`src/rtl/instr_fetch.sv`:
```
// Fetch stage: one imem read per PC value, holds the returned instruction for decode,
// and steers the downstream-incrementing PC register through its write port.
module instr_fetch #(
    parameter int unsigned width_p       = 32,
    parameter int unsigned instr_width_p = 32
) (
    input  logic                     clk_i,
    input  logic                     rst_i,
    input  logic [width_p-1:0]       pc_i,
    output logic                     pc_wr_en_o,
    output logic [width_p-1:0]       pc_wr_dat_o,
    input  logic                     redirect_i,
    input  logic [width_p-1:0]       redirect_pc_i,
    output logic                     imem_req_valid_o,
    input  logic                     imem_req_ready_i,
    output logic [width_p-1:0]       imem_addr_o,
    input  logic                     imem_rsp_valid_i,
    input  logic [instr_width_p-1:0] imem_rsp_dat_i,
    output logic                     instr_valid_o,
    input  logic                     instr_ready_i,
    output logic [instr_width_p-1:0] instr_o,
    output logic [width_p-1:0]       instr_pc_o
);

    typedef enum logic [1:0] {
        ST_REQ  = 2'd0,
        ST_WAIT = 2'd1,
        ST_FULL = 2'd2
    } state_e;

    state_e                   state_q;
    logic                     drop_q;
    logic [width_p-1:0]       pc_q;
    logic [instr_width_p-1:0] instr_q;
    logic                     req_fire;

    assign imem_addr_o = pc_i;
    assign instr_o     = instr_q;
    assign instr_pc_o  = pc_q;

    // Handshake outputs and PC write control; the PC only advances on an accepted request.
    always_comb begin
        imem_req_valid_o = 1'b0;
        instr_valid_o    = 1'b0;
        pc_wr_en_o       = 1'b1;
        pc_wr_dat_o      = pc_i;
        if (!rst_i) begin
            case (state_q)
                ST_REQ:  imem_req_valid_o = ~redirect_i;
                ST_FULL: instr_valid_o    = 1'b1;
                default: ;
            endcase
        end
        req_fire = imem_req_valid_o & imem_req_ready_i;
        if (rst_i) begin
            pc_wr_en_o = 1'b0;
        end else if (redirect_i) begin
            pc_wr_dat_o = redirect_pc_i;
        end else if (req_fire) begin
            pc_wr_en_o = 1'b0;
        end
    end

    always_ff @(posedge clk_i) begin
        if (rst_i) begin
            state_q <= ST_REQ;
            drop_q  <= 1'b0;
            pc_q    <= '0;
            instr_q <= '0;
        end else begin
            case (state_q)
                ST_REQ: begin
                    if (req_fire) begin
                        pc_q    <= pc_i;
                        state_q <= ST_WAIT;
                    end
                end
                ST_WAIT: begin
                    // A redirect seen before or with the response makes that response stale.
                    if (imem_rsp_valid_i) begin
                        if (drop_q || redirect_i) begin
                            drop_q  <= 1'b0;
                            state_q <= ST_REQ;
                        end else begin
                            instr_q <= imem_rsp_dat_i;
                            state_q <= ST_FULL;
                        end
                    end else if (redirect_i) begin
                        drop_q <= 1'b1;
                    end
                end
                ST_FULL: begin
                    if (redirect_i || instr_ready_i) begin
                        state_q <= ST_REQ;
                    end
                end
                default: state_q <= ST_REQ;
            endcase
        end
    end

endmodule

```
`config.mk`:
```
export PLATFORM = sky130hd
export DESIGN_NAME = instr_fetch
export DESIGN_NICKNAME = d
export VERILOG_FILES = /design/src/rtl/instr_fetch.sv
export SDC_FILE = /design/constraint.sdc
export NUM_CORES = 1
export LEC_CHECK = 0
export ABC_AREA = 0
export CORE_AREA = 5 5 88 90
export CTS_CLUSTER_SIZE = 40
export DETAILED_ROUTE_END_ITERATION = 6
export DIE_AREA = 0 0 93 95
export DONT_BUFFER_PORTS = 1
export PLACE_DENSITY = 0.66
export SLEW_MARGIN = 20
export SYNTH_ARGS = -nofsm -noshare
export SYNTH_HDL_FRONTEND = slang
export SYNTH_SLANG_ARGS = --single-unit
```
`constraint.sdc`:
```
create_clock -name clk_i -period 3.4 [get_ports clk_i]
set_clock_uncertainty 0.2 [all_clocks]
set_input_delay 0.51 -clock clk_i [delete_from_list [all_inputs] [get_ports clk_i]]
set_output_delay 0.51 -clock clk_i [all_outputs]
set_load 0.1 [all_outputs]
```
# Yosys cells after proc, flatten, opt, wreduce, memory -nomap -nowiden
# Index checks and enable logic that the tools add are counted.
# Widths: inputs -> output; s select.
[totals]
word_cells = 38
in_bits = 102
output_inout_bits = 131
regBits = 67
[classes]
n_mux = 17
n_reduce_logical = 8
n_eq_ne = 6
bitwise_logic = 3
[ops]
columns = ["op", "count"]
rows = [
  ["$mux 32", 2],
  ["$mux 1", 10],
  ["$reduce_and 3->1", 3],
  ["$mux 2", 4],
  ["$ne 2x2->1 const B", 3],
  ["$pmux 2 s3", 1],
  ["$eq 2x1->1 const B", 1],
  ["$eq 2x2->1 const B", 1],
  ["$logic_not 2->1", 1],
  ["$logic_or 1x1->1", 2],
  ["$ne 2x1->1 const B", 1],
  ["$not 1->1", 2],
  ["$reduce_and 2->1", 1],
  ["$reduce_bool 2->1", 1],
  ["$and 1x1->1", 1],
]

# Depth between registers and ports, before layout
# Gate-level depths: netlist of the first run.
[depth]
depth_word = 7
depth_mapped = 6

# Least setup slack after synthesis of the first run
# Ideal clock, no wire load.
[synth_path]
path_type = "input to output"
from = "input port rst_i"
to = "output port instr_valid_o"
stages = 3
setup_slack_ps = -398
n_path_buf = 2
arrival_ps = 3088
path_cell_list = "clkbuf_1 clkbuf_1 nor3b_1"
[synth_between]
elab_chain_cells = 1
[synth_lines]
columns = ["element", "line_no", "rtl"]
rows = [
  ["from (decl)", "8", "input logic rst_i,"],
  ["$mux 1", "47", "if (!rst_i) begin"],
  ["to (decl)", "19", "output logic instr_valid_o,"],
]
# No other way between the ends.

# Worst setup path in the final report of the first run
[layout_path]
from = "register state_q[1]"
to = "output port pc_wr_en_o"
[layout_between]
elab_chain_cells = 7
[layout_lines]
columns = ["element", "line_no", "rtl"]
rows = [
  ["from (decl)", "31", "state_e state_q;"],
  ["from (signal assigned)", "66", "state_q <= ST_REQ;"],
  ["from (signal assigned)", "75", "state_q <= ST_WAIT;"],
  ["from (signal assigned)", "83", "state_q <= ST_REQ;"],
  ["$logic_not 2->1", "48", "case (state_q)"],
  ["$mux 1", "48", ""],
  ["$mux 1", "47", ""],
  ["net imem_req_valid_o", "14", "output logic imem_req_valid_o,"],
  ["$and 1x1->1", "54", "req_fire = imem_req_valid_o & imem_req_ready_i;"],
  ["$mux 1", "59", "end else if (req_fire) begin"],
  ["$mux 1", "57", "end else if (redirect_i) begin"],
  ["$mux 1", "55", "if (rst_i) begin"],
  ["to (decl)", "10", "output logic pc_wr_en_o,"],
]
# The timed path passes the listed nets, and every way through them passes these cells.

==> results_dict.tcl, run 1 <==
set metrics [dict create \
    place.gp.congestion 0.770 \
    rsz0062_at_grt "no" \
    hold_violations 0 \
    maxCapViolCount 0 \
    status "finished, final reports clean" \
    ant_nets 0 \
    cts-root-buf "clkbuf_8" \
    fin_crit_sh_pct 80.2 \
    placed_area_um2 3200 \
    fmax_mhz 367 \
    cts_tree "built" \
    finalSetupViolCount 0 \
    whs_ns 0.0463 \
    fin_util_pct 48.9 \
    synth_top_area_share_pct 38.9 \
    design_area_um2 3420 \
    synth_top_cells_by_area "dfxtp_1 39%, nand2b_1 12%, mux2_2 9.8%" \
    routed-wl-met3_um 872 \
    critical_path_buf_inv_count 2 \
    wl_per_cell_um 20.4 \
    drive_above_1_share_pct 17.9 \
    io_buffers 0 \
    min_path_type "in -> reg" \
    overflow 0 \
    die_h_um 95 \
    seq_area_frac_synth_pct 38.9 \
    hp-start "rst_i" \
    nets 427 \
    regToRegSetupSlack_ns 1.47 \
    critPathLaunch "state_q[1]" \
    crit_path_cell_trace "or4_1 -> inv_8 -> a21oi_2 -> buf_4" \
    antenna_cells 0 \
    synthCells 371 \
    start_kind "flip-flop" \
    p_sw_mw 0.728 \
    start_util_pct 49.4 \
    critPathMaxStageDelay_ns 0.65 \
    clkPwrFrac_pct 36.0 \
    post_cts_resized 0 \
    vias 2378 \
    p_int_mw 1.28 \
    min_period_ns 2.73 \
    yosys_warnings 0 \
    cp-end-kind "output pin" \
    final_cell_mix "67 x dfxtp_1, 65 x nand2b_1, 34 x a21oi_1" \
    power_density_nw_per_um2 587 \
    core_um2 6980 \
    dr.first_iter.drc_count 70 \
    hpwl_um 5900 \
    via_per_inst 5.77 \
    syn2layout_area_growth_pct -0.871 \
    post_cts_buffers 0 \
    clockBufferDepth 2 \
    rows 31 \
    synth_area_leader_cell "dfxtp_1" \
    crit_type "reg -> out" \
    clkSinkCount 67 \
    numCtsBuffers 9 \
    drc 0 \
    worstPathMaxFanout 35 \
    synth_area_um2 3450 \
    ios 233 \
    rr_startpoint "state_q[1]" \
    clk_latency_ns 0.34 \
    p_leak_nw 1.11 \
    sw_frac_of_total_pct 36.3 \
    antenna_found_initial 0 \
    maxSlewHeadroom_pct 33.3 \
    cpLargestDelayFamily "simple AND/OR/NAND/NOR gates" \
    slew_violations 0 \
    h-tree-depth 3 \
    syn-num-nets 473 \
    grt_pass1_wl_um 12700 \
    seqPwrFrac_pct 46.3 \
    drt-total-wl_um 8410 \
    arrival_ns 2.02 \
    synth.distinct_cells 24 \
    path_clk_slew_ns 0.07 \
    syn_area_per_cell_um2 9.29 \
    tightest_slew_ns 0.999 \
    cpMaxStageDelayCell "or4_1" \
    synth_seq_cells 67 \
    dieArea_um2 8840 \
    layout_commonest_cell "dfxtp_1" \
    ctsHoldBuffers 0 \
    first_global_vias 2340 \
    grt_max_degree 104 \
    grt_usage_pct 18.2 \
    drt-pass1-iter-count 6 \
    fin_tns_setup_ns 0 \
    die_x_um 93 \
    required_ns 2.69 \
    wl_met1_um 3380 \
    dr_wl_met2_um 4060 \
    ir_worst_vdd_uv 307 \
    combPwrFrac_pct 17.7 \
    highest-signal-layer "met4" \
]
==> logic make-up after synthesis <==
kind of cell | Yosys count | synth area share, %
muxes | 64 | 19.7
DFF | 67 | 38.9
AOI/OAI and AO/OA | 69 | 10.2
and+or+nand+nor | 105 | 18.4
buffers and inverters | 66 | 12.7
==> path summary, 6_finish.rpt <==
check                   end  depth (start not counted)
max              pc_wr_en_o                          4
min          instr_pc_o[14]                          1
max reg2reg  instr_pc_o[12]                          4
min reg2reg          drop_q                          2
==> synthesized netlist by cell type, drive strengths merged <==
library cell / n
and2b: 1
dfxtp: 67
clkbuf: 19
a211oi: 1
nor4b: 1
nor4: 1
a21oi: 35
mux2: 32
mux2i: 32
o21ai: 32
nand3: 32
nand2b: 65
nor3b: 1
nor2b: 1
inv: 2
buf: 45
o21ba: 1
nand2: 2
or4: 1
==> through the flow <==
step	total power, mW	cells	setup WS [ns]
after floorplan	1.48	371	0.132
after global placement	1.30	396	0.918
after detailed placement	1.30	396	0.916
after CTS	2.03	412	0.645
after global routing	2.08	412	0.565
final	2.01	412	0.672
==> metal layers <==
metal / vias to the layer above / track usage (%)
li1: 1136 / -
met1: 1093 / 20.3
met2: 139 / 31.2
met3: 10 / 8.45
met4: 0 / 5.37
met5: - / 0
==> flip-flops by register name, indices dropped and copies added, names as in the netlist <==
| register | cells |
|---|---|
| state_q | 2 |
| instr_pc_o | 32 |
| instr_o | 32 |
| drop_q | 1 |
==> layout make-up <==
class	instances	area, µm²
clock buffer	9	124
clock inverter	7	92.6
fill	644	3560
inverter	2	15.0
multi-input combinational	238	1690
sequential	67	1340
tap	82	103
timing repair buffer	7	52.6
==> power by group through the flow <==
stage	Sequential, mW	Clock [mW]	Combinational (mW)
global route	0.930	0.780	0.369
CTS	0.929	0.745	0.358
detailed placement	0.947	0	0.357
finish	0.929	0.723	0.356
global placement	0.947	0	0.356
floorplan	0.942	0	0.540
Note: power is estimated with default switching activity, not from simulation.
==> inputs of run 2 (changes only) <==
- PLACE_DENSITY: 0.66 -> 0.68
- clock period: 3.4 -> 2.3 ns (I/O delays scaled with it)
==> run 2 against run 1 <==
  * Count of clock-buffer cells in the layout up 3
  * Global-route usage up 7.6 points
  * Combinational power rose to 3.1 times the previous value
  * Wire length up 39%
  * Register-to-register slack worse by 1.4 ns
  * Largest cell class is now buffers
  * First-iteration DRC count up 66%
==> results_dict.tcl, run 2 (synthesis gave the netlist of run 1 again) <==
set metrics [dict create \
    drt-total-wl_um 11700 \
    clkSinkCount 67 \
    place.gp.congestion 0.752 \
    p_leak_nw 2.08 \
    drive_above_1_share_pct 30.5 \
    status "finished, final reports clean" \
    maxSlewHeadroom_pct 30.8 \
    slew_violations 0 \
    ios 233 \
    ant_nets 0 \
    holdPathEnd "instr_o[26]" \
    first_global_vias 3368 \
    start_kind "flip-flop" \
    crit_type "reg -> reg" \
    hp-start "rst_i" \
    clockBufferDepth 2 \
    regToRegSetupSlack_ns 0.06 \
    nets 602 \
    worstReg2RegEnd "instr_pc_o[31]" \
    core_um2 6980 \
    rr_startpoint "state_q[1]" \
    power_density_nw_per_um2 597 \
    arrival_ns 2.30 \
    rsz0062_at_grt "no" \
    via_per_inst 5.58 \
    layout_commonest_cell "dlygate4sd3_1" \
    drt-pass1-iter-count 4 \
    overflow 0 \
    ir_worst_vdd_uv 519 \
    nFillCells 415 \
    total_power_mw 3.22 \
    die_h_um 95 \
    finalSetupViolCount 0 \
    grt_usage_pct 25.8 \
    min_period_ns 2.24 \
    vias 3280 \
    clk_latency_ns 0.32 \
    fmax_mhz 446 \
    holdPathStages 2 \
    hold_violations 0 \
    drc 0 \
    fin_crit_sh_pct 97.6 \
    worstPathMaxFanout 17 \
    required_ns 2.35 \
    min_path_type "in -> reg" \
    numCtsBuffers 9 \
    path_clk_slew_ns 0.07 \
    h-tree-depth 3 \
    grt_max_degree 79 \
    hpwl_um 7090 \
    final_cell_mix "79 x dlygate4sd3_1, 67 x dfxtp_1, 66 x buf_4" \
    cts_tree "built" \
    cp-end-kind "flip-flop" \
    rows 31 \
    maxCapViolCount 0 \
    reg2regPathDepth 5 \
    grt_pass1_wl_um 17700 \
    wl_per_cell_um 19.9 \
    die_x_um 93 \
    io_buffers 0 \
    antenna_found_initial 2 \
    dr.first_iter.drc_count 116 \
    syn2layout_area_growth_pct 56.3 \
    tightest_slew_ns 1.03 \
    dieArea_um2 8840 \
    start_util_pct 49.4 \
    cts-root-buf "clkbuf_8" \
    fin_tns_setup_ns 0 \
]
==> run 2: changes by cell type in the layout (fill, tap and decap cells not counted), sizes merged, moves of 3 or more <==
cell,change
buf,+96
clkbuf,+3
clkinv,-3
dlygate4sd3,+79
==> run 2: report_power, final <==
part           total, mW  switching (mW)  internal, mW
sequential          1.20          0.0108          1.18
clock              0.927           0.425         0.503
combinational       1.10           0.708         0.387
==> run 2: worst max path at each step <==
stage                     from  cells after the start                to
finish              state_q[1]                      5    instr_pc_o[31]
global route        state_q[1]                      5    instr_pc_o[31]
CTS                 state_q[1]                      3  imem_req_valid_o
detailed placement  state_q[1]                      3  imem_req_valid_o
global placement    state_q[1]                      3  imem_req_valid_o
floorplan           redirect_i                      4   pc_wr_dat_o[24]
==> run 2: timing repair <==
| item | 4_1_cts | 5_1_grt |
|---|---|---|
| resized for setup | 1 | 1 |
| buffers inserted | 0 | 0 |
| hold buffers | 80 | 0 |
| endpoints found under the hold margin | 67 | 0 |
| endpoints found under the setup margin | 2 | 1 |
==> run 2: per-stage QoR <==
stage | worst slack [ns] | hold WS, ns | area (µm²) | utilization [%] | instances
finish | 0.0559 | 0.00880 | 5390 | 77.2 | 588
global route | 0.0118 | 0.0130 | 5390 | 77.2 | 588
CTS | 0.0591 | 0.000684 | 5380 | 77.1 | 587
detailed placement | 0.332 | 0.225 | 4370 | 62.6 | 491
global placement | 0.367 | 0.222 | 4370 | 62.6 | 491
floorplan | 0.175 | 0.242 | 3470 | - | 371
==> run 2: cell type report <==
cell class	count	area, µm²	share of cell area, %
flip-flops and latches	67	1340	24.9
inverters	2	15.0	0.279
diodes	1	2.50	0.0465
clock inverters	4	51.3	0.952
multi-input cells	238	1700	31.6
well taps	82	103	1.90
clock buffers	12	135	2.51
repair buffers	182	2030	37.8
==> run 2: per-layer routing <==
layer,GRT usage (%),vias up,wire [µm]
met5,0,-,7
met4,12.0,2,352
met3,7.73,34,994
met2,48.4,172,6350
met1,26.1,1580,3980
li1,-,1492,-
==> run 2: critical path, stage by stage (launching register included) <==
cell           delay [ns]
dfxtp_1              0.36
or4_4                0.59
inv_8                0.15
nand3_1              0.10
dlygate4sd3_1        0.61
a21oi_2              0.16
